===== src/rtl/core_seq_pkg.sv =====
// Shared opcode, status and state encodings for the core run controller.
package core_seq_pkg;

  typedef enum logic [2:0] {
    OP_LOAD       = 3'd0,
    OP_RUN        = 3'd1,
    OP_STEP       = 3'd2,
    OP_HALT       = 3'd3,
    OP_READ_REG   = 3'd4,
    OP_READ_DRAM  = 3'd5,
    OP_SET_BP     = 3'd6,
    OP_RESET_CORE = 3'd7
  } op_e;

  typedef enum logic [1:0] {
    ST_OK      = 2'd0,
    ST_BP      = 2'd1,
    ST_HALT    = 2'd2,
    ST_ILLEGAL = 2'd3
  } status_e;

  typedef enum logic [2:0] {
    S_IDLE   = 3'd0,
    S_RUN    = 3'd1,
    S_DONE   = 3'd2,
    S_RDWAIT = 3'd3,
    S_CRST   = 3'd4,
    S_RESP   = 3'd5
  } state_e;

  // An all-ones breakpoint address disables the breakpoint.
  localparam logic [31:0] HALT_NONE  = 32'hFFFF_FFFF;
  localparam logic [31:0] BP_DISABLE = HALT_NONE;

endpackage


===== src/rtl/core_sequencer_if.sv =====
// Host command/response channel of the core run controller.
interface core_sequencer_if;
  import core_seq_pkg::*;

  logic        cmd_valid;
  logic        cmd_ready;
  op_e         cmd_op;
  logic [31:0] cmd_arg;
  logic        rsp_valid;
  logic        rsp_ready;
  logic [31:0] rsp_data;
  logic [1:0]  rsp_status;

  modport master (
    output cmd_valid, cmd_op, cmd_arg, rsp_ready,
    input  cmd_ready, rsp_valid, rsp_data, rsp_status
  );

  modport slave (
    input  cmd_valid, cmd_op, cmd_arg, rsp_ready,
    output cmd_ready, rsp_valid, rsp_data, rsp_status
  );
endinterface


===== src/rtl/core_seq_run_timer.sv =====
// Execution gate for RUN/STEP: remaining-count, first-cycle breakpoint exemption
// and stop-cause selection.
module core_seq_run_timer
  import core_seq_pkg::*;
(
  input  logic        clk,
  input  logic        rst_n,
  input  logic        i_start,
  input  logic [31:0] i_count,
  input  logic        i_ignore_bp,
  input  logic        i_active,
  input  logic        i_halt,
  input  logic        i_bp_en,
  input  logic [31:0] i_bp_addr,
  input  logic [31:0] i_core_pc,
  output logic        o_clk_en,
  output logic        o_exit,
  output status_e     o_cause
);

  logic [31:0] r_remaining;
  logic        r_first;
  logic        r_ignore_bp;
  logic        w_bp_hit;
  logic        w_halt;
  logic        w_last;

  // The first cycle never breaks, so a run can resume from a breakpoint PC.
  assign w_bp_hit = i_active && i_bp_en && !r_ignore_bp && !r_first &&
                    (i_core_pc == i_bp_addr);
  assign w_halt   = i_active && i_halt;
  assign o_clk_en = i_active && !w_bp_hit && !w_halt;
  assign w_last   = o_clk_en && (r_remaining == 32'd1);
  assign o_exit   = w_last || w_bp_hit || w_halt;

  always_comb begin
    o_cause = ST_OK;
    if (w_bp_hit)    o_cause = ST_BP;
    else if (w_halt) o_cause = ST_HALT;
  end

  // A zero count means unbounded, so it is held rather than decremented.
  always_ff @(posedge clk or negedge rst_n) begin
    if (!rst_n) begin
      r_remaining <= 32'd0;
      r_first     <= 1'b0;
      r_ignore_bp <= 1'b0;
    end else if (i_start) begin
      r_remaining <= i_count;
      r_first     <= 1'b1;
      r_ignore_bp <= i_ignore_bp;
    end else if (i_active) begin
      r_first <= 1'b0;
      if (o_clk_en && r_remaining != 32'd0) r_remaining <= r_remaining - 32'd1;
    end
  end

endmodule


===== src/rtl/core_sequencer.sv =====
// Host-side run controller: one command in, one response out, driving the
// core's reset, clock-enable, instruction-load and readback taps.
module core_sequencer
  import core_seq_pkg::*;
#(
  parameter int IRAM_DEPTH      = 16,
  parameter int READ_LAT        = 1,
  parameter int CORE_RST_CYCLES = 2
) (
  input  logic             clk,
  input  logic             rst_n,
  core_sequencer_if.slave  bus,
  output logic             core_rst_n,
  output logic             core_clk_en,
  input  logic [31:0]      core_pc,
  output logic             iram_write,
  output logic [3:0]       iram_select,
  output logic [31:0]      iram_data,
  output logic [4:0]       reg_select,
  input  logic [31:0]      reg_data,
  output logic [7:0]       dram_select,
  input  logic [31:0]      dram_data
);

  localparam int PTR_W = (IRAM_DEPTH > 1) ? $clog2(IRAM_DEPTH) : 1;

  state_e             r_state, w_state_next;
  op_e                w_op;
  logic               w_accept;
  logic               w_run_start;
  logic               w_exit;
  status_e            w_cause;
  logic [PTR_W-1:0]   r_ptr;
  logic [31:0]        r_bp_addr;
  logic               r_bp_en;
  logic [31:0]        r_rsp_data;
  status_e            r_rsp_status;
  logic               r_core_rst_n;
  logic               r_iram_write;
  logic [3:0]         r_iram_select;
  logic [31:0]        r_iram_data;
  logic [4:0]         r_reg_select;
  logic [7:0]         r_dram_select;
  logic [7:0]         r_wait;
  logic               r_rd_dram;

  assign w_op        = bus.cmd_op;
  assign w_accept    = bus.cmd_valid && (r_state == S_IDLE);
  assign w_run_start = w_accept && (w_op == OP_RUN || w_op == OP_STEP);

  core_seq_run_timer u_timer (
    .clk         (clk),
    .rst_n       (rst_n),
    .i_start     (w_run_start),
    .i_count     ((w_op == OP_STEP) ? 32'd1 : bus.cmd_arg),
    .i_ignore_bp (w_op == OP_STEP),
    .i_active    (r_state == S_RUN),
    .i_halt      (bus.cmd_valid && (w_op == OP_HALT)),
    .i_bp_en     (r_bp_en),
    .i_bp_addr   (r_bp_addr),
    .i_core_pc   (core_pc),
    .o_clk_en    (core_clk_en),
    .o_exit      (w_exit),
    .o_cause     (w_cause)
  );

  always_ff @(posedge clk or negedge rst_n) begin
    if (!rst_n) r_state <= S_IDLE;
    else        r_state <= w_state_next;
  end

  // During RUN only a HALT is accepted, and readiness follows the opcode alone.
  always_comb begin
    w_state_next  = r_state;
    bus.cmd_ready = 1'b0;
    case (r_state)
      S_IDLE: begin
        bus.cmd_ready = 1'b1;
        if (w_accept) begin
          case (w_op)
            OP_RUN, OP_STEP:           w_state_next = S_RUN;
            OP_READ_REG, OP_READ_DRAM: w_state_next = S_RDWAIT;
            OP_RESET_CORE:             w_state_next = S_CRST;
            default:                   w_state_next = S_RESP;
          endcase
        end
      end
      S_RUN: begin
        bus.cmd_ready = (w_op == OP_HALT);
        if (w_exit) w_state_next = S_DONE;
      end
      S_DONE:   w_state_next = S_RESP;
      S_RDWAIT: if (r_wait == 8'd0) w_state_next = S_RESP;
      S_CRST:   if (r_wait == 8'd0) w_state_next = S_RESP;
      S_RESP:   if (bus.rsp_ready) w_state_next = S_IDLE;
      default:  w_state_next = S_IDLE;
    endcase
  end

  always_ff @(posedge clk or negedge rst_n) begin
    if (!rst_n) begin
      r_ptr         <= '0;
      r_bp_addr     <= BP_DISABLE;
      r_bp_en       <= 1'b0;
      r_rsp_data    <= 32'd0;
      r_rsp_status  <= ST_OK;
      r_core_rst_n  <= 1'b0;
      r_iram_write  <= 1'b0;
      r_iram_select <= 4'd0;
      r_iram_data   <= 32'd0;
      r_reg_select  <= 5'd0;
      r_dram_select <= 8'd0;
      r_wait        <= 8'd0;
      r_rd_dram     <= 1'b0;
    end else begin
      r_iram_write <= 1'b0;
      case (r_state)
        S_IDLE: if (w_accept) begin
          r_rsp_status <= ST_OK;
          case (w_op)
            OP_LOAD: begin
              r_iram_write  <= 1'b1;
              r_iram_select <= 4'(r_ptr);
              r_iram_data   <= bus.cmd_arg;
              r_rsp_data    <= 32'(r_ptr);
              r_ptr         <= (r_ptr == PTR_W'(IRAM_DEPTH - 1)) ? '0 : r_ptr + 1'b1;
            end
            OP_RUN, OP_STEP: r_core_rst_n <= 1'b1;
            OP_HALT: begin
              r_rsp_data   <= core_pc;
              r_rsp_status <= ST_HALT;
            end
            OP_READ_REG: begin
              r_reg_select <= bus.cmd_arg[4:0];
              r_rd_dram    <= 1'b0;
              r_wait       <= 8'(READ_LAT - 1);
            end
            OP_READ_DRAM: begin
              r_dram_select <= bus.cmd_arg[7:0];
              r_rd_dram     <= 1'b1;
              r_wait        <= 8'(READ_LAT - 1);
            end
            OP_SET_BP: begin
              r_bp_addr  <= bus.cmd_arg;
              r_bp_en    <= (bus.cmd_arg != BP_DISABLE);
              r_rsp_data <= bus.cmd_arg;
            end
            default: begin
              r_core_rst_n <= 1'b0;
              r_ptr        <= '0;
              r_rsp_data   <= 32'd0;
              r_wait       <= 8'(CORE_RST_CYCLES - 1);
            end
          endcase
        end
        S_RUN:  if (w_exit) r_rsp_status <= w_cause;
        S_DONE: r_rsp_data <= core_pc;
        S_RDWAIT: begin
          if (r_wait == 8'd0) r_rsp_data <= r_rd_dram ? dram_data : reg_data;
          else                r_wait     <= r_wait - 8'd1;
        end
        S_CRST: if (r_wait != 8'd0) r_wait <= r_wait - 8'd1;
        default: ;
      endcase
    end
  end

  assign bus.rsp_valid  = (r_state == S_RESP);
  assign bus.rsp_data   = r_rsp_data;
  assign bus.rsp_status = r_rsp_status;
  assign core_rst_n     = r_core_rst_n;
  assign iram_write     = r_iram_write;
  assign iram_select    = r_iram_select;
  assign iram_data      = r_iram_data;
  assign reg_select     = r_reg_select;
  assign dram_select    = r_dram_select;

endmodule


===== src/flat_wrapper.sv =====
// flat-port wrapper written by rule: the top's interface ports become plain ports
module core_sequencer_flat import core_seq_pkg::*;
#(
  parameter int IRAM_DEPTH      = 16,
  parameter int READ_LAT        = 1,
  parameter int CORE_RST_CYCLES = 2
)
  (clk, rst_n, core_rst_n, core_clk_en, core_pc, iram_write, iram_select, iram_data, reg_select, reg_data, dram_select, dram_data, bus_cmd_valid, bus_cmd_op, bus_cmd_arg, bus_rsp_ready, bus_cmd_ready, bus_rsp_valid, bus_rsp_data, bus_rsp_status);
  core_sequencer_if bus_i ();
  input  logic clk;
  input  logic rst_n;
  output logic core_rst_n;
  output logic core_clk_en;
  input  logic [31:0] core_pc;
  output logic iram_write;
  output logic [3:0] iram_select;
  output logic [31:0] iram_data;
  output logic [4:0] reg_select;
  input  logic [31:0] reg_data;
  output logic [7:0] dram_select;
  input  logic [31:0] dram_data;
  input wire logic [$bits(bus_i.cmd_valid)-1:0] bus_cmd_valid;
  input wire logic [$bits(bus_i.cmd_op)-1:0] bus_cmd_op;
  input wire logic [$bits(bus_i.cmd_arg)-1:0] bus_cmd_arg;
  input wire logic [$bits(bus_i.rsp_ready)-1:0] bus_rsp_ready;
  output wire logic [$bits(bus_i.cmd_ready)-1:0] bus_cmd_ready;
  output wire logic [$bits(bus_i.rsp_valid)-1:0] bus_rsp_valid;
  output wire logic [$bits(bus_i.rsp_data)-1:0] bus_rsp_data;
  output wire logic [$bits(bus_i.rsp_status)-1:0] bus_rsp_status;
  assign bus_i.cmd_valid = bus_cmd_valid;
  assign bus_i.cmd_op = bus_cmd_op;
  assign bus_i.cmd_arg = bus_cmd_arg;
  assign bus_i.rsp_ready = bus_rsp_ready;
  assign bus_cmd_ready = bus_i.cmd_ready;
  assign bus_rsp_valid = bus_i.rsp_valid;
  assign bus_rsp_data = bus_i.rsp_data;
  assign bus_rsp_status = bus_i.rsp_status;
  core_sequencer #(.IRAM_DEPTH(IRAM_DEPTH), .READ_LAT(READ_LAT), .CORE_RST_CYCLES(CORE_RST_CYCLES)) u_core (.clk(clk), .rst_n(rst_n), .bus(bus_i), .core_rst_n(core_rst_n), .core_clk_en(core_clk_en), .core_pc(core_pc), .iram_write(iram_write), .iram_select(iram_select), .iram_data(iram_data), .reg_select(reg_select), .reg_data(reg_data), .dram_select(dram_select), .dram_data(dram_data));
endmodule

===== config.mk =====
export PLATFORM = sky130hd
export DESIGN_NAME = core_sequencer_flat
export DESIGN_NICKNAME = d
export VERILOG_FILES = /design/src/rtl/core_seq_pkg.sv /design/src/rtl/core_sequencer_if.sv /design/src/rtl/core_seq_run_timer.sv /design/src/rtl/core_sequencer.sv /design/src/flat_wrapper.sv
export SDC_FILE = /design/constraint.sdc
export NUM_CORES = 1
export LEC_CHECK = 0
export CAP_MARGIN = 40
export CORE_AREA = 10 10 168 170
export DETAILED_ROUTE_END_ITERATION = 8
export DIE_AREA = 0 0 178 180
export SYNTH_ARGS = -nofsm -noshare
export SYNTH_HDL_FRONTEND = slang
export SYNTH_SLANG_ARGS = --single-unit

===== constraint.sdc =====
create_clock -name clk -period 3.6 [get_ports clk]
set_clock_uncertainty 0.15 [all_clocks]
set_input_delay 0.72 -clock clk [delete_from_list [all_inputs] [get_ports clk]]
set_output_delay 0.72 -clock clk [all_outputs]
set_load 0.01 [all_outputs]

After elaboration in Yosys (flattened, before gate mapping)

Index checks and enable logic that the tools add are counted.

Add/sub/neg operators: 3
Eq/ne operators: 25
Multiplexer cells: 36
Bitwise logic cells: 2
Reductions and logical operators: 49

Operators with widths:

| operator                                                                 | count |
|---|---|
| 32-bit 2-to-1 mux                                                        | 7 |
| 32-bit one-hot mux with 4 select lines                                   | 1 |
| 32-bit one-hot mux with 3 select lines                                   | 1 |
| 32-bit by 1-bit == test with 1-bit output (second input constant)        | 1 |
| 32-bit == test                                                           | 1 |
| 32-bit inequality test (second input constant)                           | 1 |
| 32-bit nonzero test                                                      | 1 |
| 32-bit by 1-bit subtractor with 32-bit output (second input constant)    | 1 |
| 8-bit 2-to-1 mux                                                         | 3 |
| 8-bit one-hot mux with 3 select lines                                    | 1 |
| 3-bit AND reduction                                                      | 8 |
| 3-bit == test (second input constant)                                    | 6 |
| 8-bit one-hot mux with 2 select lines                                    | 1 |
| 3-bit one-hot mux with 5 select lines                                    | 1 |
| 3-bit by 2-bit == test with 1-bit output (second input constant)         | 4 |
| 1-bit logical AND                                                        | 12 |
| 3-bit 2-to-1 mux                                                         | 4 |
| 2-bit 2-to-1 mux                                                         | 5 |
| 2-bit by 1-bit inequality test with 1-bit output (second input constant) | 5 |
| 5-bit OR reduction                                                       | 2 |
| 3-bit one-hot mux with 3 select lines                                    | 1 |
| 8-bit zero test                                                          | 1 |
| 2-bit inequality test (second input constant)                            | 4 |
| 4-bit one-hot mux with 2 select lines                                    | 1 |
| other kinds (21)                                                         | 42 |

Register bits: 168
Bits of input ports: 135
Output and inout port bits: 88

Depth between registers and ports, before layout

Depth after elaboration: 13
Mapped depth: 10

Hierarchy

From an unflattened synthesis, not the netlist that was laid out.

Cell total of the unflattened synthesis: 910
Area, all modules: 9776.9 sq um

By module, submodules not included:

| module             | times used | cells each | area each (sq um) | seq. area each (sq um) |
|---|---|---|---|---|
| core_sequencer     | 1          | 598        | 7048.0            | 3393.3 |
| core_seq_run_timer | 1          | 312        | 2728.9            | 850.8 |

Worst setup path after synthesis

Ideal clock, no wire load.

Kind: input-to-output
Start: input port core_pc[6]
End: output port core_clk_en
Arrival: 2.189 ns
Required time: 2.730 ns
Path slack: 0.541 ns
Cell stages on the path: 7
Buffers on the path: 1
Path through: xor2_1 -> or4b_1 -> nor4_1 -> nand3_1 -> clkbuf_1 -> nand2_1 -> inv_1

Cells in the longest elaborated chain, start to end: 5

Ends and longest elaborated chain:

| element                        | line                     | text |
|---|---|---|
| start, declared                | flat_wrapper.sv:14       | `input logic [31:0] core_pc;` |
| 32-bit == test                 | core_seq_run_timer.sv:30 | `(i_core_pc == i_bp_addr);` |
| 1-bit logical AND              | core_seq_run_timer.sv:29 | `assign w_bp_hit = i_active && i_bp_en && !r_ignore_bp && !r_first &&` |
| 1-bit zero test                | core_seq_run_timer.sv:32 | `assign o_clk_en = i_active && !w_bp_hit && !w_halt;` |
| 1-bit logical AND (2 in a row) | core_seq_run_timer.sv:32 |  |
| end, declared                  | flat_wrapper.sv:13       | `output logic core_clk_en;` |

No other way between the ends.

Worst setup path in the final report

Start: input port core_pc[24]
End: output port core_clk_en

The elaborated chain is that of the path after synthesis.

==> metrics.md <==
| Metric | Value |
|---|---|
| Outcome | completed |
| Fin crit share | 0.969 |
| Worst rel slew slack | 0.511 |
| Hold Buf Count CTS | 0 |
| Synth Net Count | 1162 |
| Slew @ Worst Pin | 728 ps |
| Critical-path cell list | clkdlybuf4s50_1 > xnor2_1 > nand4_1 > nor4_4 > buf_4 > nand3_2 > nand2_4 > inv_1 > dlygate4sd2_1 |
| FF/Latch Area | 0.00425 mm² |
| Crit-path max cell delay | 430 ps |
| Largest net degree at the start of global routing | 70 |
| Post-synthesis sequential area ratio | 0.442 |
| Max VDD drop | 0.000332 V |
| ANT nets after route | 0 |
| Synth Instances | 1021 |
| Final setup vio count | 0 |
| Unrepaired setup endpoints after global routing | false |
| Ant diodes | 0 |
| Clk pin slew, worst setup/hold paths | 80 ps |
| Critical-path top delay cell | clkdlybuf4s50_1 |
| DP HPWL | 25000 µm |
| Vias in the first global route | 8692 |
| Max H-tree Level | 4 |
| Global-route wire length before repair | 53200 µm |
| CTS tree | built |
| Synthesized cell area | 0.00961 mm² |
| Area grow syn2layout | 36.8% |
| Drt wl/cell | 21.4 µm |
| CTS resizes | 8 |
| CP Capture Type | output port |
| Seq cells post-synth | 168 |
| Gpl congestion | 0.875 |
| Final Critical Period | 3490 ps |
| Fin cells | 1601 |
| Setup_tns | 0 ps |
| Syn avg cell area | 9.41 µm² |
| Worst Reg-to-Reg Cells | 8 |
| I/O pin count | 223 |
| WL final | 34300 µm |
| Share of synthesized flip-flops with an asynchronous set or reset | 1.00 |
| Row cnt | 58 |
| Setup crit start kind | input pin |
| Max Fclk | 0.287 GHz |
| CTS Sinks | 168 |
| Die ar. | 0.0320 mm² |
| Util after Layout | 0.528 |
| Layout cell share with drive strength beyond 1 | 0.183 |
| Initial antenna violation count | 0 |
| MaxCap Viol Count | 0 |
| Initial drt markers | 877 |
| WS Path Type | in2out |
| Arrival time at the worst endpoint | 2620 ps |
| Power Dens Cells | 825 mW/mm² |
| Fin nets | 1399 |
| Leakage power | 5.64 nW |
| Die H | 180 µm |
| Post-synth EDFFs | 0 |
| Worst Hold Class | in2async |
| Synth unique cells | 67 |
| Core Region | 0.0249 mm² |
| Synth warn | 0 |
| Cts bufs inserted | 17 |
| Global Route Usage Sum | 0.210 |
| Via-per-instance ratio | 5.65 |
| Pre-CTS WS | -415 ps |
| Root Buffer Master | clkbuf_16 |
| CP Data Required Time | 2730 ps |
| Worst Slack Setup Final | 113 ps |
| Fillers | 2257 |
| DR pass1 iterations | 5 |
| Crit Path Max Fanout | 2 |
| Inst Count DP | 1569 |
| Worst skew pair latency | 440 ps |
| Min Hold Slack | 79.3 ps |
| Remaining DRCs | 0 |
| Die X | 178 µm |
| Setup Fix Bufs, Post-CTS | 0 |
| Starting Density | 0.386 |
| Clk buf depth | 2 |
| Fin. max-slew vios | 0 |
| Final hold violation count | 0 |
| Multi-input logic area | 0.00510 mm² |
| GRT overflow | 0 |
| Routed vias | 9042 |
| Ys flop type | dfrtp_1 |
| I/O Buffers | 222 |
## cells in the final DEF (no fill, tap or decap), types with 27 or more instances in the layout
master / Yosys / layout
clkdlybuf4s50_1: 0 / 219
xnor2_1: 33 / 33
nor2_1: 80 / 78
o21ai_0: 32 / 32
nand4_1: 27 / 27
a221oi_1: 32 / 32
dfrtp_1: 136 / 135
mux2_2: 77 / 77
dfstp_2: 32 / 32
nand2_1: 172 / 171
a21oi_1: 82 / 81
mux2i_1: 34 / 34
buf_4: 0 / 55
## area by class of cell
type / instances / share of cell area
multi-input combinational: 772 / 0.388
tap: 330 / 0.0314
sequential: 168 / 0.323
clock buffer: 17 / 0.0324
timing repair buffer: 282 / 0.208
inverter: 17 / 0.00485
clock inverter: 15 / 0.0122
## metrics by stage
step                power (mW)  area [µm²]
CTS                       10.9       13100
detailed placement        9.04       12500
floorplan                 6.82        9610
finish                    10.8       13100
global route              11.6       13100
global placement          8.93       12500
## kinds of logic after synthesis
family                   synth area share
AO/OA/AOI/OAI                       0.152
XOR/XNOR                           0.0337
adder cells (fa/ha/maj)           0.00781
buffers and inverters              0.0328
flip-flops                          0.442
multiplexers                        0.126
AND/OR/NAND/NOR                     0.206
## synth_stat cells (6+ instances only)
cell | n | area (µm²)
a211oi_1 | 10 | 75.1
a21oi_1 | 82 | 410
a221oi_1 | 32 | 280
a22o_1 | 7 | 61.3
and3_1 | 11 | 68.8
buf_2 | 9 | 45.0
clkbuf_1 | 50 | 188
dfrtp_1 | 136 | 3400
dfstp_2 | 32 | 841
ha_1 | 6 | 75.1
inv_1 | 16 | 60.1
mux2_2 | 77 | 867
mux2i_1 | 34 | 340
nand2_1 | 172 | 646
nand2b_1 | 6 | 37.5
nand3_1 | 20 | 100
nand4_1 | 27 | 169
nor2_1 | 80 | 300
nor3_1 | 25 | 125
nor3b_1 | 9 | 67.6
nor4_1 | 14 | 87.6
o21ai_0 | 32 | 160
o221a_2 | 6 | 67.6
o311a_1 | 16 | 160
or3_1 | 11 | 68.8
xnor2_1 | 33 | 289
## state kept, by name (all words and copies together) (netlist names)
register	flops
u_core.iram_select	4
u_core.iram_data	32
u_core.u_timer.r_remaining	32
u_core.r_bp_en	1
u_core.r_state	3
u_core.dram_select	8
u_core.reg_select	5
u_core.r_ptr	4
u_core.u_timer.r_ignore_bp	1
u_core.bus.rsp_status	2
u_core.r_wait	8
u_core.u_timer.r_first	1
u_core.r_rd_dram	1
u_core.core_rst_n	1
u_core.bus.rsp_data	32
u_core.iram_write	1
u_core.r_bp_addr	32
## final timing paths
check,start,to,slack (ps)
max,core_pc[24],core_clk_en,110
min,rst_n,u_core.reg_select[3]$_DFFE_PN0P_,80
max reg2reg,u_core.u_timer.r_remaining[0]$_DFFE_PN0P_,u_core.u_timer.r_remaining[24]$_DFFE_PN0P_,650
min reg2reg,u_core.iram_data[23]$_DFFE_PN0P_,u_core.iram_data[23]$_DFFE_PN0P_,320
max in group asynchronous,rst_n,u_core.r_bp_addr[21]$_DFFE_PN1P_,2360
min in group clk,u_core.iram_data[23]$_DFFE_PN0P_,u_core.iram_data[23]$_DFFE_PN0P_,320
## per-layer routing
layer | track usage | wire (µm) | vias to the layer above
met4 | 0.0360 | 283 | 0
met3 | 0.0404 | 2400 | 22
met5 | 0 | 0 | -
met2 | 0.340 | 16400 | 328
met1 | 0.287 | 15200 | 4496
li1 | - | - | 4196
## report_power, final
group / leakage, nW / switching (mW) / internal (mW)
clock network: 0.285 / 0.886 / 0.931
logic: 3.24 / 2.90 / 2.70
registers: 2.12 / 0.640 / 2.79
total: 5.64 / 4.42 / 6.42
## worst max-delay path: cells and delay by family
family / cells / cell delay [ps]
buffers and inverters: 4 / 910
and+or+nand+nor: 4 / 700
xor gates and xnor gates: 1 / 270
(Power assumes the default switching activity.)
